<file path="config.mk">
export PLATFORM = sky130hd
export DESIGN_NAME = decoder_2to4_flat
export DESIGN_NICKNAME = d
export VERILOG_FILES = /design/src/rtl/decoder_2to4_if.sv /design/src/rtl/decoder_2to4.sv /design/src/flat_wrapper.sv
export SDC_FILE = /design/constraint.sdc
export NUM_CORES = 1
export LEC_CHECK = 0
export ABC_AREA = 1
export CORE_AREA = 2 2 39 41
export CTS_BUF_LIST = sky130_fd_sc_hd__clkbuf_16
export CTS_CLUSTER_SIZE = 8
export DETAILED_ROUTE_END_ITERATION = 8
export DIE_AREA = 0 0 41 43
export GPL_ROUTABILITY_DRIVEN = 0
export SLEW_MARGIN = 20
export SYNTH_ARGS = -nofsm -noshare
export SYNTH_HDL_FRONTEND = slang
export SYNTH_SLANG_ARGS = --single-unit
</file>
<file path="constraint.sdc">
create_clock -name clk -period 0.8 [get_ports clk]
set_clock_uncertainty 0.15 [all_clocks]
set_input_delay 0.12 -clock clk [delete_from_list [all_inputs] [get_ports clk]]
set_output_delay 0.12 -clock clk [all_outputs]
set_load 0.01 [all_outputs]
</file>
<file path="src/rtl/decoder_2to4_if.sv">
// decoder_2to4_if: bundles the decoder's select/enable request and its
// registered one-hot response.
//   W      : select width (1..6); Y is 2**W bits wide
//   en     : decode enable (driven by master)
//   S      : binary select code (driven by master)
//   Y      : registered one-hot decode word (driven by slave)
//   valid  : registered flag, high when Y holds an enabled decode (slave)
interface decoder_2to4_if #(
  parameter int unsigned W = 2
);
  logic                en;
  logic [W-1:0]        S;
  logic [(1<<W)-1:0]   Y;
  logic                valid;

  modport master (output en, output S, input Y, input valid);
  modport slave  (input en, input S, output Y, output valid);
endinterface

</file>
<file path="src/rtl/decoder_2to4.sv">
// decoder_2to4: registered binary-to-one-hot decoder.
// A W-bit select S is decoded into a 2**W-bit word Y on each rising clk
// edge; Y[0] corresponds to S=0. Both outputs come straight from flops.
// Ports:
//   clk : rising-edge clock
//   rst : synchronous active-high reset (priority over en and S)
//   bus : decoder_2to4_if.slave (en, S in; Y, valid out)
// Build option:
//   DECODER_ACTIVE_LOW_EN defined   -> Y is active-low (selected bit 0,
//                                      idle/reset word all ones)
//   DECODER_ACTIVE_LOW_EN undefined -> Y is active-high (idle word zero)
// valid is active-high in both builds.
module decoder_2to4 #(
  parameter int unsigned W = 2
) (
  input  logic           clk,
  input  logic           rst,
  decoder_2to4_if.slave  bus
);
  localparam int unsigned N = 1 << W;

`ifdef DECODER_ACTIVE_LOW_EN
  localparam logic         ACTIVE_BIT = 1'b0;
  localparam logic [N-1:0] IDLE_WORD  = '1;
`else
  localparam logic         ACTIVE_BIT = 1'b1;
  localparam logic [N-1:0] IDLE_WORD  = '0;
`endif

  logic [N-1:0] y_d, y_q;
  logic         valid_d, valid_q;

  always_comb begin
    y_d     = IDLE_WORD;
    valid_d = 1'b0;
    if (bus.en) begin
      y_d[bus.S] = ACTIVE_BIT;
      valid_d    = 1'b1;
    end
  end

  always_ff @(posedge clk) begin
    if (rst) begin
      y_q     <= IDLE_WORD;
      valid_q <= 1'b0;
    end else begin
      y_q     <= y_d;
      valid_q <= valid_d;
    end
  end

  assign bus.Y     = y_q;
  assign bus.valid = valid_q;
endmodule

</file>
<file path="src/flat_wrapper.sv">
// flat-port wrapper written by rule: the top's interface ports become plain ports
module decoder_2to4_flat 
#(
  parameter int unsigned W = 2
)
  (clk, rst, bus_en, bus_S, bus_Y, bus_valid);
  decoder_2to4_if #(.W(W)) bus_i ();
  input  logic clk;
  input  logic rst;
  input wire logic [$bits(bus_i.en)-1:0] bus_en;
  input wire logic [$bits(bus_i.S)-1:0] bus_S;
  output wire logic [$bits(bus_i.Y)-1:0] bus_Y;
  output wire logic [$bits(bus_i.valid)-1:0] bus_valid;
  assign bus_i.en = bus_en;
  assign bus_i.S = bus_S;
  assign bus_Y = bus_i.Y;
  assign bus_valid = bus_i.valid;
  decoder_2to4 #(.W(W)) u_core (.clk(clk), .rst(rst), .bus(bus_i));
endmodule
</file>
Word level (Yosys, flattened, before mapping)
Cells that the tools add are included.
- flip-flop bits (word level): 5
- output and inout bits: 5
- logic and storage cells: 10
- input bits: 5
- reductions and logical operators: 2
- $lt $le $gt $ge: 2
- muxes and demuxes: 3
- bitwise gates (word level): 1
- operators by type and width (cell ; count):
    $lt 2x3->1 const B ; 1
    $demux 1 s2 ; 1
    $ge 2x1->1 const B ; 1
    $mux 1 ; 2
    $reduce_or 2->1 ; 1
    $logic_and 1x1->1 ; 1
    $not 1->1 ; 1

Logic depth before layout (Yosys ltp)
- depth after elaboration: 4
- depth in mapped cells: 3
- gate-level depth less buffers: 3

Worst setup path before layout
Ideal clock, no wire load.
- path type: register to output
- from: register u_core.y_q[0] (netlist: u_core.bus.Y[0])
- to: output port bus_Y[0]
- cell stages (with the launch flop): 1
- path slack: 199 ps
- path buffers: 0
- required time: 530 ps
- arrival: 331 ps
- cell sequence: dfxtp_1
- RTL lines (what ; line ; RTL):
    start, declared ; decoder_2to4.sv:30 ; logic [N-1:0] y_d, y_q;
    start signal, assigned ; decoder_2to4.sv:47 ; y_q <= y_d;
    end, declared ; flat_wrapper.sv:12 ; output wire logic [$bits(bus_i.Y)-1:0] bus_Y;
No word-level cell between the ends.

Worst setup path after layout
- from: register u_core.y_q[3] (netlist: u_core.bus.Y[3])
- to: output port bus_Y[3]
No word-level cell between the ends.

==> results.toml <==
[synthesis]
synthesis.instances = 18
synth.top_cells.by_area = "dfxtp_1 66%, nand2_1 9.9%, nor2_1 9.9%"
syn-cell-area_um2 = 151
yosys_register_bits = 5
synth.lib_cells_used.distinct = 6
synth_enable_flop_cells = 0
synthesis.area_per_instance_um2 = 8.41
most_used_standard_cell_by_instance_count_after_synthesis = "dfxtp_1"
synth_top_cell_area_share_pct = 66.1
synth_area_leader_cell = "dfxtp_1"
share_of_flip_flops_with_an_asynchronous_set_or_reset_after_synthesis_pct = 0
synthesis.nets = 23
synth.top_cells.by_count = "5 x dfxtp_1, 4 x nand2_1, 4 x nor2_1"
synth.yosys.warnings = 0
dominantRegCellSynth = "dfxtp_1"
fraction_of_the_yosys_area_taken_by_sequential_cells_pct = 66.1

[cts]
clk_pin_slew_worst_paths_ns = 0.03
clock_tree_from_tritoncts = "built"
cts_root_buffer = "clkbuf_16"
clock_tree.htree_level_count = 1
number_of_buffers_inserted_during_clock_tree_synthesis = 3
clock-sinks = 5
post-cts-setup-buffer-count = 0
cts.path.max_buffers = 2

[die]
coreArea_mm2 = 0.00138
die_w_um = 41
die_y_um = 43
rows = 14
initial_utilization_pct = 10.9
overall_die_area_mm2 = 0.00176
ios = 10

[placed_design]
dp_hpwl_um = 201
io_buffer_count = 9

[sta]
timing_max_transition_violations_final = 0
timing.final.crit_period_ns = 0.912
post-route-period-util_pct = 114
timing.slew.headroom_pct = 93.1
fin_ws_ns = -0.112
finalSetupViolations = 5
worstMarginPinSlew_ns = 0.104
max_clock_freq_mhz = 1100
timing.final.hold_violations = 0
grt_setup_unrepaired = "yes"

[final_layout]
final_layout_size_suffix_gt1_share_pct = 32.3
post-route-util_pct = 23.4
layout.nets = 37
layout-area-overhead-vs-synth_pct = 114
num_antenna_cells = 0

[detailed_routing]
detailed_routing_iteration_count_for_the_pre_antenna_repair_pass = 4
post-route-drc-count = 0
drt.antenna.violating_nets = 0
wl_per_cell_um = 6.51
wirelength_um = 306
detailroute.via_count = 141
drt_first_iter_violations = 1
vias_per_cell = 3.00

[worst_setup_path]
crit_chain = "buf_2"
worstPathArrival_ns = 0.64
worst-path-max-fanout = 1
critical_path_buf_inv_count = 1
worst_path_max_delay_cell = "dfxtp_1"
cp-endpoint = "bus_Y[3]"
endpoint_kind = "output port"
timing.setup.critical_path_class = "flop to output port"
cp_slowest_stage_delay_ns = 0.30
critical_path_required_ns = 0.53
cpLargestDelayFamily = "flip-flops"
worstSetupStartpoint = "u_core.bus.Y[3]$_SDFF_PP0_"
timing.critical_path.from_type = "flop"
logic_depth_of_the_worst_path_buffers_included = 1

[grt]
grt_overflow_total = 0
grt_antenna_before_repair = 0
grt_start_max_net_pins = 6
groute.usage.overall_pct = 5.42
number_of_global_route_vias_before_repair = 137
wire_length_of_the_first_global_routing_pass_um = 455

[outcome]
violations = "setup timing"
outcome = "finished, violations left"

[job]
max_cap_viol_count = 0

[pwr]
p_int_uw = 931
power.leakage_uw = 0.000189
pwr_density_cell_mw_per_mm2 = 3430
clock_power_share_pct = 72.1
net_sw_power_uw = 180
max-vdd-ir-drop_v = 0.000437
power_switching_share_pct = 16.2
share_comb_of_total_power_pct = 4.5
sequentialPowerShare_pct = 23.4
finalPower_uw = 1110

[hold_path]
hold_path.class = "input port to flop"
[flip-flops by register name, indices dropped and copies added (netlist names)]
| register | count |
|---|---|
| u_core.bus.Y | 4 |
| u_core.bus.valid | 1 |
[repair_timing]
item                                   CTS  global route
hold buffers                             0             0
resized for setup                       21             3
pin swaps                                0             0
gates cloned                             0             0
endpoints found under the hold margin    0             0
setup endpoints to repair                7            10
[worst min-delay path by stage]
stage          cells after the start  startpoint                          to
2_1_floorplan                      2    bus_S[1]  u_core.bus.Y[3]$_SDFF_PP0_
3_3_place_gp                       3    bus_S[1]  u_core.bus.Y[2]$_SDFF_PP0_
3_5_place_dp                       3    bus_S[0]  u_core.bus.Y[1]$_SDFF_PP0_
4_1_cts                            3    bus_S[1]  u_core.bus.Y[2]$_SDFF_PP0_
5_1_grt                            3    bus_S[0]  u_core.bus.Y[1]$_SDFF_PP0_
6_report                           3    bus_S[0]  u_core.bus.Y[1]$_SDFF_PP0_
[layer usage]
layer	up-vias	global-route usage, %	share of wire (%)
met1	50	2.88	37
met4	0	16.0	16
li1	75	-	-
met3	4	1.57	12
met2	12	5.63	36
met5	-	0	0
[metrics by stage]
stage          area (um^2)  hold WS [ns]  TNS [ns]  instances  worst slack, ns
4_1_cts                314         0.145    -0.552         47           -0.120
6_report               324        0.0273    -0.526         47           -0.112
3_5_place_dp           262         0.566     -2.53         43           -0.288
5_1_grt                324        0.0457    -0.639         47           -0.132
2_1_floorplan          151        0.0892         0         18            0.199
3_3_place_gp           262         0.566     -2.47         43           -0.277
[power by group through the flow]
stage	registers (uW)	clock network [uW]	logic, uW
3_3_place_gp	264	0	57.7
2_1_floorplan	269	0	14.8
5_1_grt	261	826	57.1
6_report	260	801	50.2
3_5_place_dp	264	0	58.6
4_1_cts	260	814	49.4
[placed cells by master, fill, tap and decap left out]
cell,Yosys,layout
buf_2,0,5
dfxtp_1,5,5
inv_1,3,4
nand2_1,4,4
nor2_1,4,4
clkbuf_16,0,3
dlymetal6s2s_1,0,2
inv_2,1,1
nand2_4,0,1
dlygate4sd2_1,0,1
clkdlybuf4s50_1,0,1
[area by class of cell]
class                   count  area (um^2)
fillers                   164         1060
flip-flops and latches      5          100
clock buffers               3         75.1
repair buffers              9         68.8
multi-input cells           9         41.3
well taps                  16         20.0
inverters                   4         15.0
clock inverters             1         3.75
[logic make-up (layout without fill, tap and decap cells)]
kind of cell	count (synthesis)	after routing	share of synthesized area (%)
flip-flops	5	5	66.1
AND/OR/NAND/NOR	9	9	24.0
buffers and inverters	4	17	9.91
Power figures use the tool's default switching activity.
